File: src/rtl/reg_writeback_unit_if.sv
// rtl/reg_writeback_unit_if.sv - producer and register-file write port bundle for reg_writeback_unit
// master: the writeback unit; slave: producers, register file and decode.

interface reg_writeback_unit_if #(
    parameter int DATA_W = 16,
    parameter int ADDR_W = 2
);
    logic                     AluValid;
    logic [ADDR_W-1:0]        AluRD;
    logic [DATA_W-1:0]        AluData;
    logic                     MemValid;
    logic                     MemReady;
    logic [ADDR_W-1:0]        MemRD;
    logic [DATA_W-1:0]        MemData;
    logic                     RegWrite;
    logic [ADDR_W-1:0]        RD;
    logic [DATA_W-1:0]        WriteData;
    logic [(1<<ADDR_W)-1:0]   Pending;
    logic [15:0]              StallCount;

    modport master (
        input  AluValid, AluRD, AluData,
        input  MemValid, MemRD, MemData,
        output MemReady,
        output RegWrite, RD, WriteData,
        output Pending, StallCount
    );

    modport slave (
        output AluValid, AluRD, AluData,
        output MemValid, MemRD, MemData,
        input  MemReady,
        input  RegWrite, RD, WriteData,
        input  Pending, StallCount
    );
endinterface

File: src/rtl/reg_writeback_unit.sv
// rtl/reg_writeback_unit.sv - merges ALU and load results onto the register-file write port
// Optional stall statistic built when REG_WRITEBACK_STATS_EN is defined.

module reg_writeback_unit #(
    parameter int DATA_W = 16,
    parameter int ADDR_W = 2,
    parameter int DEPTH  = 2
) (
    input  logic                 Clock,
    input  logic                 ResetN,
    reg_writeback_unit_if.master wb
);
    localparam int NREG = 1 << ADDR_W;

    // Two-entry circular load FIFO; a killed entry still occupies its slot until popped.
    logic [1:0]        count_q;
    logic              rd_ptr_q;
    logic              wr_ptr_q;
    logic [DEPTH-1:0]  ent_valid_q;
    logic [DEPTH-1:0]  ent_killed_q;
    logic [ADDR_W-1:0] ent_rd_q   [DEPTH];
    logic [DATA_W-1:0] ent_data_q [DEPTH];

    logic              regwrite_q;
    logic [ADDR_W-1:0] rd_q;
    logic [DATA_W-1:0] wdata_q;
    logic [NREG-1:0]   pending;

    logic fifo_nonempty;
    logic mem_ready;
    logic push;
    logic pop;
    logic push_killed;

    assign fifo_nonempty = (count_q != 2'd0);
    assign mem_ready     = ResetN & (count_q != 2'(DEPTH));
    assign push          = wb.MemValid & mem_ready;
    assign pop           = ~wb.AluValid & fifo_nonempty;
    // A same-edge ALU result to the same register is younger, so the load is born dead.
    assign push_killed   = wb.AluValid & (wb.MemRD == wb.AluRD);

    always_ff @(posedge Clock or negedge ResetN) begin
        if (!ResetN) begin
            count_q      <= 2'd0;
            rd_ptr_q     <= 1'b0;
            wr_ptr_q     <= 1'b0;
            ent_valid_q  <= '0;
            ent_killed_q <= '0;
            for (int i = 0; i < DEPTH; i++) begin
                ent_rd_q[i]   <= '0;
                ent_data_q[i] <= '0;
            end
        end else begin
            for (int i = 0; i < DEPTH; i++) begin
                if (wb.AluValid && ent_valid_q[i] && (ent_rd_q[i] == wb.AluRD)) begin
                    ent_killed_q[i] <= 1'b1;
                end
            end
            if (pop) begin
                ent_valid_q[rd_ptr_q] <= 1'b0;
                rd_ptr_q              <= ~rd_ptr_q;
            end
            if (push) begin
                ent_valid_q[wr_ptr_q]  <= 1'b1;
                ent_killed_q[wr_ptr_q] <= push_killed;
                ent_rd_q[wr_ptr_q]     <= wb.MemRD;
                ent_data_q[wr_ptr_q]   <= wb.MemData;
                wr_ptr_q               <= ~wr_ptr_q;
            end
            case ({push, pop})
                2'b10:   count_q <= count_q + 2'd1;
                2'b01:   count_q <= count_q - 2'd1;
                default: count_q <= count_q;
            endcase
        end
    end

    always_ff @(posedge Clock or negedge ResetN) begin
        if (!ResetN) begin
            regwrite_q <= 1'b0;
            rd_q       <= '0;
            wdata_q    <= '0;
        end else if (wb.AluValid) begin
            regwrite_q <= 1'b1;
            rd_q       <= wb.AluRD;
            wdata_q    <= wb.AluData;
        end else if (fifo_nonempty) begin
            regwrite_q <= ~ent_killed_q[rd_ptr_q];
            rd_q       <= ent_rd_q[rd_ptr_q];
            wdata_q    <= ent_data_q[rd_ptr_q];
        end else begin
            regwrite_q <= 1'b0;
        end
    end

    always_comb begin
        pending = '0;
        for (int r = 0; r < NREG; r++) begin
            for (int i = 0; i < DEPTH; i++) begin
                if (ent_valid_q[i] && !ent_killed_q[i] && (ent_rd_q[i] == ADDR_W'(r))) begin
                    pending[r] = 1'b1;
                end
            end
        end
    end

`ifdef REG_WRITEBACK_STATS_EN
    logic [15:0] stall_q;

    always_ff @(posedge Clock or negedge ResetN) begin
        if (!ResetN) begin
            stall_q <= 16'd0;
        end else if (fifo_nonempty && wb.AluValid && (stall_q != 16'hFFFF)) begin
            stall_q <= stall_q + 16'd1;
        end
    end

    assign wb.StallCount = stall_q;
`else
    assign wb.StallCount = 16'd0;
`endif

    assign wb.MemReady  = mem_ready;
    assign wb.RegWrite  = regwrite_q;
    assign wb.RD        = rd_q;
    assign wb.WriteData = wdata_q;
    assign wb.Pending   = pending;
endmodule

File: src/flat_wrapper.sv
// flat-port wrapper written by rule: the top's interface ports become plain ports
module reg_writeback_unit_flat 
#(
    parameter int DATA_W = 16,
    parameter int ADDR_W = 2,
    parameter int DEPTH  = 2
)
  (Clock, ResetN, wb_AluValid, wb_AluRD, wb_AluData, wb_MemValid, wb_MemRD, wb_MemData, wb_MemReady, wb_RegWrite, wb_RD, wb_WriteData, wb_Pending, wb_StallCount);
  reg_writeback_unit_if #(.DATA_W(DATA_W), .ADDR_W(ADDR_W)) wb_i ();
  input  logic Clock;
  input  logic ResetN;
  input wire logic [$bits(wb_i.AluValid)-1:0] wb_AluValid;
  input wire logic [$bits(wb_i.AluRD)-1:0] wb_AluRD;
  input wire logic [$bits(wb_i.AluData)-1:0] wb_AluData;
  input wire logic [$bits(wb_i.MemValid)-1:0] wb_MemValid;
  input wire logic [$bits(wb_i.MemRD)-1:0] wb_MemRD;
  input wire logic [$bits(wb_i.MemData)-1:0] wb_MemData;
  output wire logic [$bits(wb_i.MemReady)-1:0] wb_MemReady;
  output wire logic [$bits(wb_i.RegWrite)-1:0] wb_RegWrite;
  output wire logic [$bits(wb_i.RD)-1:0] wb_RD;
  output wire logic [$bits(wb_i.WriteData)-1:0] wb_WriteData;
  output wire logic [$bits(wb_i.Pending)-1:0] wb_Pending;
  output wire logic [$bits(wb_i.StallCount)-1:0] wb_StallCount;
  assign wb_i.AluValid = wb_AluValid;
  assign wb_i.AluRD = wb_AluRD;
  assign wb_i.AluData = wb_AluData;
  assign wb_i.MemValid = wb_MemValid;
  assign wb_i.MemRD = wb_MemRD;
  assign wb_i.MemData = wb_MemData;
  assign wb_MemReady = wb_i.MemReady;
  assign wb_RegWrite = wb_i.RegWrite;
  assign wb_RD = wb_i.RD;
  assign wb_WriteData = wb_i.WriteData;
  assign wb_Pending = wb_i.Pending;
  assign wb_StallCount = wb_i.StallCount;
  reg_writeback_unit #(.DATA_W(DATA_W), .ADDR_W(ADDR_W), .DEPTH(DEPTH)) u_core (.Clock(Clock), .ResetN(ResetN), .wb(wb_i));
endmodule
File: config.mk
export PLATFORM = sky130hd
export DESIGN_NAME = reg_writeback_unit_flat
export DESIGN_NICKNAME = d
export VERILOG_FILES = /design/src/rtl/reg_writeback_unit_if.sv /design/src/rtl/reg_writeback_unit.sv /design/src/flat_wrapper.sv
export SDC_FILE = /design/constraint.sdc
export NUM_CORES = 1
export LEC_CHECK = 0
export BUFFER_PORTS_ARGS = -buffer_cell sky130_fd_sc_hd__buf_2
export CORE_AREA = 2 2 94 96
export CTS_CLUSTER_DIAMETER = 30
export DETAILED_ROUTE_END_ITERATION = 12
export DIE_AREA = 0 0 96 98
export SLEW_MARGIN = 20
export SYNTH_ARGS = -nofsm -noshare
export SYNTH_HDL_FRONTEND = slang
export SYNTH_SLANG_ARGS = --single-unit
File: constraint.sdc
create_clock -name Clock -period 2.25 [get_ports Clock]
set_input_delay 0 -clock Clock [delete_from_list [all_inputs] [get_ports Clock]]
set_output_delay 0 -clock Clock [all_outputs]
set_load 0.02 [all_outputs]
==> results.cfg, run 1 <==
[setup_path]
required_ps = 2460
cp_slowest_stage_delay_ps = 560
crit_family = simple AND/OR/NAND/NOR gates
rr_worst_depth = 3
regToRegStartpoint = u_core.count_q[0]
critPathSlowestCell = and4b_4
crit_buf_inv = 0
r2r-end = u_core.ent_data_q[21]
rrSetupSlack_ps = 570
crit_start = u_core.count_q[0]
crit_chain = nand2b_4 -> and4b_4 -> mux2_4
critPathCaptureType = flop
critPathMaxFanout = 20
crit_type = flop to flop
start_kind = flop
cp.arrival_ps = 1890

[pwr]
p_sw_share_pct = 33.59
leakage_nw = 1.956
clockPowerShare_pct = 19.3
power.density_mw_per_mm2 = 1302
seq_power_share_pct = 37.8
p_comb_share_pct = 42.9
p_int_mw = 3.568
power.switching_mw = 1.805
ir_drop_mv = 0.5329
power.total_mw = 5.373

[placement]
port_buffers = 63
dp_cells = 409
place.gp.congestion = 0.7363
hpwl_mm = 4.552

[synthesis]
synth-edff-count = 0
synthArstFlopShare_pct = 100.0
synth_area_mm2 = 0.003188
synth-seq-cells = 63
yosysSeqAreaShare_pct = 49.45
syn_area_per_cell_um2 = 13.07
yosysUniqueCellTypes = 32
yosys_warnings = 0
netlist_instances = 244
synthFlopType = dfrtp_1

[floorplan]
die_h_um = 98
die-area_mm2 = 0.009408
dieWidth_um = 96
row_count = 34
core-area_mm2 = 0.008466
num_io_pins = 80
initial_core_util_pct = 37.66

[timing]
drv_slew = 0
hold_ws_ps = 14.10
setup_tns_ps = 0
max_freq_ghz = 0.5964
finalHoldViolCount = 0
grt_setup_unrepaired = no
period_share_pct = 74.52
setup_violations = 0
period_minus_slack_ps = 1677
skew_ps = 8.434

[cells_and_area]
fill_cells = 763
multi_input_area_mm2 = 0.001435
areaGrowthSynthToFinish_pct = 29.40
register_area_mm2 = 0.001577
final_cells = 462
post-route-util_pct = 48.73
diodes = 0
drive_gt1_share_pct = 40.96
final_nets = 390

[clock_tree]
root_buffer = clkbuf_8
clk_path_buf_depth = 2
clk_pin_slew_worst_paths_ps = 70
cts_tree = done
insertion_delay_ps = 340
cts_sinks = 63
cts_buffers = 9
h-tree-depth = 3

[drt]
drt-total-wl_mm = 6.825
drt-initial-drc-count = 77
dr.pass1.iters = 4
num_vias = 2151
ant_nets = 0
vias_per_cell = 4.656
wire_per_inst_um = 14.77
drc = 0

[global_route]
antenna_found_initial = 0
track_usage_pct = 15.59
grt_pass1_wl_mm = 11.14
grt_max_degree = 32
grt_use_met3_pct = 3.627
top_usage_layer = met2
grt_pass1_vias = 2166
grt_overflow_total = 0
grtUsageMet1_pct = 21.80
grt_util_met2_pct = 23.18

[run]
max-cap-violations = 0

[hold_path]
holdPathEnd = u_core.wr_ptr_q
hold_path.class = input pin to flop
hold_start = wb_MemValid
hold_path_depth = 3

[status]
status = complete, no violations
## per-layer routing
metal	up-vias	wire length [µm]
li1	1031	-
met1	1058	3300
met2	51	3129
met3	11	279
met4	0	114
met5	-	0
## cell families after synthesis
kind of cell / synth area share [%]
mux: 29.00
flops: 49.45
simple gates: 5.730
buf+inv: 7.457
compound gates: 5.102
xor+xnor: 2.747
fa+ha+maj: 0.3924
other cells: 0.1176
## through the flow
step / instance area [µm²] / setup slack, ps
2_1_floorplan: 3244 / 722.4
3_3_place_gp: 3546 / 612.6
3_5_place_dp: 3546 / 573.3
4_1_cts: 4125 / 562.1
5_1_grt: 4125 / 508.6
6_report: 4125 / 573.3
## worst max-delay path by stage
stage | endpoint | slack (ps) | cells after the start
after floorplan | u_core.count_q[1] | 720 | 6
final | u_core.ent_data_q[21] | 570 | 3
after detailed placement | u_core.ent_data_q[28] | 570 | 3
after CTS | u_core.ent_data_q[21] | 560 | 3
after global placement | u_core.ent_data_q[31] | 610 | 3
after global routing | u_core.ent_data_q[17] | 510 | 3
## synth_stat cells, types with 3 or more instances
| cell type | n | area share, % |
|---|---|---|
| mux2i_1 | 20 | 6.3 |
| inv_1 | 3 | 0.35 |
| mux2_4 | 28 | 13 |
| clkbuf_1 | 5 | 0.59 |
| dfrtp_1 | 63 | 49 |
| mux2_2 | 27 | 9.5 |
| buf_4 | 18 | 4.2 |
| xnor2_1 | 9 | 2.5 |
| o21ai_0 | 20 | 3.1 |
| nand2_1 | 19 | 2.2 |
## registers in the layout, summed over array words and instances, names as in the netlist
signal and count:
u_core.wb.RegWrite 1, u_core.ent_valid_q 2, u_core.wb.RD 2, u_core.ent_killed_q 2
u_core.count_q 2, u_core.ent_rd_q 4, u_core.rd_ptr_q 1, u_core.wr_ptr_q 1
u_core.wb.WriteData 16, u_core.ent_data_q 32
## worst min-delay path, cell delays in order
cell and delay [ps]:
buf_2 120, nand3_1 110, xnor2_1 70
## placed cells by master, fill, tap and decap left out, drive strengths merged
cell type	synthesis	final
buf	24	71
dfrtp	63	63
mux2	55	55
dlygate4sd3	0	37
mux2i	20	20
o21ai	20	20
nand2	19	19
conb	1	16
clkbuf	5	13
xnor2	9	9
inv	3	3
nor2	3	3
a41oi	2	2
nand3	2	2
nand3b	2	2
o22ai	2	2
nor3b	2	2
a22o	2	2
clkinv	0	2
or3	1	1
nand2b	1	1
and4b	1	1
a21o	1	1
nor3	1	1
o21bai	1	1
nand4	1	1
xor2	1	1
and2	1	1
ha	1	1
bufinv	0	1
## power groups by stage
stage,Sequential (mW),Clock (mW),Combinational (mW)
after floorplan,2.13,0,1.64
final,2.03,1.04,2.31
after detailed placement,2.05,0,2.28
after global placement,2.02,0,2.24
after CTS,2.03,1.06,2.34
after global routing,2.11,1.10,2.52
## area by class of cell
class                           count  share of cell area, %
Inverter                            3                 0.2730
Clock inverter                      3                 0.9706
Tap cell                          108                  3.276
Multi-Input combinational cell    164                  34.79
Timing Repair Buffer              108                  18.38
Sequential cell                    63                  38.22
Clock buffer                       13                  4.095
## timing repair
action,CTS,global route
hold buffers,37,0
buffers inserted,0,0
gates resized for setup,0,0
hold endpoints to repair,117,0
(Power assumes the default switching activity.)
==> run 2, diff against run 1 <==
==> constraint.sdc (replaced) <==
create_clock -name Clock -period 1.5 [get_ports Clock]
set_input_delay 0 -clock Clock [delete_from_list [all_inputs] [get_ports Clock]]
set_output_delay 0 -clock Clock [all_outputs]
set_load 0.02 [all_outputs]
==> run 2 against run 1 <==
- the run now ends with hold timing left
- flip-flop and latch count is the same
- via count grew 0.79%
- register-to-register slack lost 500 ps
- clock power grew 24%
- setup slack lost 500 ps
- total power grew 48%
- critical path depth grew 1
- non-clock buffer count grew 7
- worst hold slack lost 150 ps
- die area is the same
- clock-buffer cell count shrank 4
- critical endpoint is now u_core.ent_data_q[25]
- largest cell class unchanged
- largest power group unchanged
==> results.cfg, run 2 (same netlist as run 1, synthesis figures left out) <==
[clock_tree]
h-tree-depth = 3
insertion_delay_ps = 340
cts_buffers = 9
clk_path_buf_depth = 2
cts_tree = done
holdBufCountCts = 38
root_buffer = clkbuf_8
clk_pin_slew_worst_paths_ps = 70
cts_sinks = 63

[setup_path]
crit_start = u_core.count_q[1]
crit_type = flop to flop
r2r-end = u_core.ent_data_q[25]
critPathMaxFanout = 15
critPathSlowestCell = dfrtp_2
cp-endpoint = u_core.ent_data_q[25]
critPathCaptureType = flop
start_kind = flop
rrSetupSlack_ps = 70
cp.arrival_ps = 1650
rr_worst_depth = 4
crit_chain = nand2b_4 -> and4b_4 -> buf_12 -> mux2_4
regToRegStartpoint = u_core.count_q[1]
required_ps = 1730
cp_slowest_stage_delay_ps = 450

[hold_path]
hold_path.class = input pin to async pin

[drt]
drc = 0
num_vias = 2168
drt-initial-drc-count = 32
vias_per_cell = 4.623
ant_nets = 0
wire_per_inst_um = 14.88
dr.pass1.iters = 3
drt-total-wl_mm = 6.978

[cells_and_area]
mostFrequentLayoutCells = buf_2 (63), dfrtp_1 (62), dlygate4sd3_1 (38)
final_cell_area_mm2 = 0.004182
regMostFlops = u_core.ent_data_q
areaGrowthSynthToFinish_pct = 31.16
final_nets = 397
drive_gt1_share_pct = 42.94
diodes = 0
fill_cells = 785
final_common_cell = buf_2
largest_register_ffs = 32
final_cells = 469

[timing]
hold_ws_ps = -137.9
setup_violations = 0
setup_tns_ps = 0
drv_slew = 0
period_minus_slack_ps = 1427
relSlewSlack_pct = 56.89
setup_ws_ps = 72.97
period_share_pct = 95.14
max_freq_ghz = 0.7008
skew_ps = 9.288
grt_setup_unrepaired = no
finalHoldViolCount = 50
tightest_slew_ps = 646.7

[global_route]
grt_pass1_vias = 2194
antenna_found_initial = 0
grt_max_degree = 52
grt_overflow_total = 0
grt_pass1_wl_mm = 11.08
track_usage_pct = 15.65

[pwr]
p_int_mw = 5.171
p_comb_share_pct = 45.5
leakage_nw = 1.959
clockPowerShare_pct = 16.2
power.density_mw_per_mm2 = 1903
ir_drop_mv = 0.7188
seq_power_share_pct = 38.3
p_sw_share_pct = 35.03
power.switching_mw = 2.787

[run]
max-cap-violations = 0

[floorplan]
core-area_mm2 = 0.008466
num_io_pins = 80
die_h_um = 98
row_count = 34
dieWidth_um = 96
die-area_mm2 = 0.009408
initial_core_util_pct = 37.66

[placement]
dp_cells = 414
hpwl_mm = 4.538
post-place-ws_ps = 40.20
dpl-instance-area_mm2 = 0.003608
port_buffers = 63
place.gp.congestion = 0.8075

[status]
status = complete, but fails checks
violations = hold timing
-- run 2: changes by cell type in the layout (fill, tap and decap cells not counted), moves of 2 or more --
cell,change
buf_4,+4
clkbuf_8,-3
clkinvlp_4,+6
buf_12,+2
-- run 2: critical path, delay by kind of cell, from the launching register on --
kind,cells,cell delay [ps]
and+or+nand+nor,2,360
buffers and inverters,1,180
muxes,1,310
DFF,1,450
-- run 2: timing repair --
action,in CTS,in global routing
hold endpoints to repair,118,50
buffers inserted,0,1
setup endpoints to repair,0,8
gates resized for setup,0,3
-- run 2: area by class of cell --
class / instances / area, µm² / share of cell area (%)
sequential: 63 / 1578 / 37.73
multi-input combinational: 164 / 1445 / 34.56
timing repair buffer: 115 / 838.3 / 20.05
tap: 108 / 135.1 / 3.232
clock buffer: 9 / 123.9 / 2.962
clock inverter: 7 / 50.05 / 1.197
inverter: 3 / 11.26 / 0.2693
-- run 2: power groups by stage --
stage          combinational (mW)  clock [mW]  sequential [mW]
3_3_place_gp                 3.47           0             3.04
3_5_place_dp                 3.52           0             3.07
2_1_floorplan                2.47           0             3.20
5_1_grt                      3.91        1.41             3.17
4_1_cts                      3.61        1.34             3.05
6_report                     3.62        1.29             3.05
-- run 2: per-layer routing --
layer | wire [µm] | vias to the layer above | share of wire [%] | track usage [%]
met5 | 0 | - | 0 | 0
met4 | 112 | 0 | 1.6 | 6.374
met3 | 256 | 12 | 3.7 | 3.318
met2 | 3264 | 47 | 47 | 24.31
met1 | 3344 | 1063 | 48 | 21.13
li1 | - | 1046 | - | -
-- run 2: how the worst min path moves through the flow --
| stage | startpoint | to | slack (ps) | depth (start not counted) |
|---|---|---|---|---|
| 6_report | ResetN | u_core.wr_ptr_q | -140 | 2 |
| 3_5_place_dp | ResetN | u_core.wb.RegWrite | 40 | 2 |
| 4_1_cts | ResetN | u_core.ent_data_q[17] | -130 | 2 |
| 2_1_floorplan | ResetN | u_core.count_q[0] | -300 | 0 |
| 5_1_grt | ResetN | u_core.wb.WriteData[4] | -90 | 2 |
| 3_3_place_gp | ResetN | u_core.wb.RegWrite | 30 | 2 |
-- run 2: stage by stage --
stage | utilization [%] | power (mW)
2_1_floorplan | - | 5.668
4_1_cts | 49.17 | 8.004
3_5_place_dp | 42.62 | 6.592
6_report | 49.39 | 7.958
3_3_place_gp | 42.62 | 6.504
5_1_grt | 49.39 | 8.488
==> run 3, diff against run 2 <==
--- a/config.mk
+++ b/config.mk
@@ -10,6 +10,7 @@
 export CTS_CLUSTER_DIAMETER = 30
 export DETAILED_ROUTE_END_ITERATION = 12
 export DIE_AREA = 0 0 96 98
+export REMOVE_ABC_BUFFERS = 1
 export SLEW_MARGIN = 20
 export SYNTH_ARGS = -nofsm -noshare
 export SYNTH_HDL_FRONTEND = slang
==> constraint.sdc (replaced) <==
create_clock -name Clock -period 1.3 [get_ports Clock]
set_input_delay 0 -clock Clock [delete_from_list [all_inputs] [get_ports Clock]]
set_output_delay 0 -clock Clock [all_outputs]
set_load 0.02 [all_outputs]
==> run 3 against run 2 <==
- the flow finishes with violations (setup timing)
- setup slack lost 170 ps
- clock-buffer cell count is the same
- routed wire length grew 0.87%
- first-iteration DRC count grew to 3.6 times the previous value
- cell count grew 2.3%
- flip-flop and latch count is the same
- worst hold slack gained 150 ps
- via count grew 0.92%
- critical endpoint is now u_core.ent_data_q[16]
- largest cell class unchanged
==> results.cfg, run 3 (same netlist as run 1, synthesis figures left out) <==
[clock_tree]
root_buffer = clkbuf_8
h-tree-depth = 3
clk_path_buf_depth = 2
cts_tree = done
clk_pin_slew_worst_paths_ps = 70
cts_buffers = 9
cts_sinks = 63
insertion_delay_ps = 340

[placement]
place.gp.congestion = 0.7088
dp_cells = 420
hpwl_mm = 4.617
dpl-instance-area_mm2 = 0.003704
port_buffers = 63

[setup_path]
critPathCaptureType = flop
regToRegStartpoint = u_core.count_q[1]
critPathMaxFanout = 10
crit_type = flop to flop
cp.arrival_ps = 1620
crit_start = u_core.count_q[1]
required_ps = 1520
start_kind = flop

[floorplan]
dieWidth_um = 96
initial_core_util_pct = 37.66
row_count = 34
core-area_mm2 = 0.008466
die-area_mm2 = 0.009408
die_h_um = 98
num_io_pins = 80

[timing]
setup_tns_ps = -2288
period_share_pct = 107.3
finalHoldViolCount = 0
period_minus_slack_ps = 1395
tightest_slew_ps = 754.8
max_freq_ghz = 0.7169
hold_ws_ps = 9.596
setup_violations = 42
setup_ws_ps = -94.95
relSlewSlack_pct = 49.52
grt_setup_unrepaired = yes
skew_ps = 13.16
drv_slew = 0

[global_route]
antenna_found_initial = 0
grt_pass1_vias = 2257
grt_pass1_wl_mm = 11.34
grt_max_degree = 47
track_usage_pct = 15.96
grt_overflow_total = 0

[cells_and_area]
regMostFlops = u_core.ent_data_q
largest_register_ffs = 32
areaGrowthSynthToFinish_pct = 40.70
final_cell_area_mm2 = 0.004486
drive_gt1_share_pct = 45.97
mostFrequentLayoutCells = buf_2 (59), dfrtp_1 (59), mux2_4 (38)
final_cells = 480
diodes = 0
final_nets = 408

[drt]
highest_layer = met4
wire_per_inst_um = 14.66
drc = 0
vias_per_cell = 4.558
wl_met2_mm = 3.399
num_vias = 2188
drt-initial-drc-count = 114
drt-total-wl_mm = 7.039
dr.pass1.iters = 4
ant_nets = 0
met1Wirelength_mm = 3.308
wl_met3_um = 242

[status]
status = complete, but fails checks
violations = setup timing

[pwr]
power.density_mw_per_mm2 = 2318
leakage_nw = 2.136
power.total_mw = 10.40
ir_drop_mv = 0.9228

[run]
max-cap-violations = 0

[hold_path]
hold_path.class = input pin to flop
hold_start = wb_AluValid
-- run 3: report_power, final --
part | switching [mW] | internal (mW)
registers | 0.672 | 2.91
clock network | 0.815 | 1.08
logic | 1.95 | 2.97
total | 3.44 | 6.96
-- run 3: path summary, 6_finish.rpt --
path	endpoint	slack, ps	cells after the start
max	u_core.ent_data_q[16]	-90	4
min	u_core.rd_ptr_q	10	3
max reg2reg	u_core.ent_data_q[16]	-90	4
min reg2reg	u_core.ent_data_q[1]	510	1
max in group asynchronous	u_core.count_q[1]	80	4
min in group asynchronous	u_core.ent_rd_q[1]	110	3
-- run 3: what timing repair did --
| action | CTS | global route |
|---|---|---|
| endpoints found under the setup margin | 44 | 51 |
| gates cloned | 0 | 1 |
| pin swaps | 4 | 7 |
| setup buffers | 2 | 3 |
| endpoints found under the hold margin | 117 | 17 |
| resized for setup | 14 | 35 |
| hold buffers | 37 | 1 |
-- run 3: final cells by class --
| type | instances | area, µm² |
|---|---|---|
| inverter | 3 | 11.26 |
| clock inverter | 7 | 97.59 |
| sequential | 63 | 1582 |
| clock buffer | 9 | 123.9 |
| timing repair buffer | 126 | 1040 |
| tap | 108 | 135.1 |
| fill | 729 | 3980 |
| multi-input combinational | 164 | 1496 |
-- run 3: stage by stage --
stage                     utilization (%)  setup slack [ps]
after floorplan                         -            -675.6
after global placement              43.75            -88.95
after detailed placement            43.75            -118.0
after CTS                           51.40            -110.0
after global routing                52.99            -131.5
final                               52.99            -94.95
-- run 3: critical path, stage by stage (launching register included) --
cell and delay, ps:
dfrtp_2 450, nand2b_4 100, and4b_4 270, buf_12 160, mux2_4 300
-- run 3: routing by layer --
layer | track usage, % | vias to the layer above
li1 | - | 1064
met2 | 25.48 | 56
met1 | 21.08 | 1061
met4 | 6.264 | 0
met5 | 0 | -
met3 | 3.318 | 7
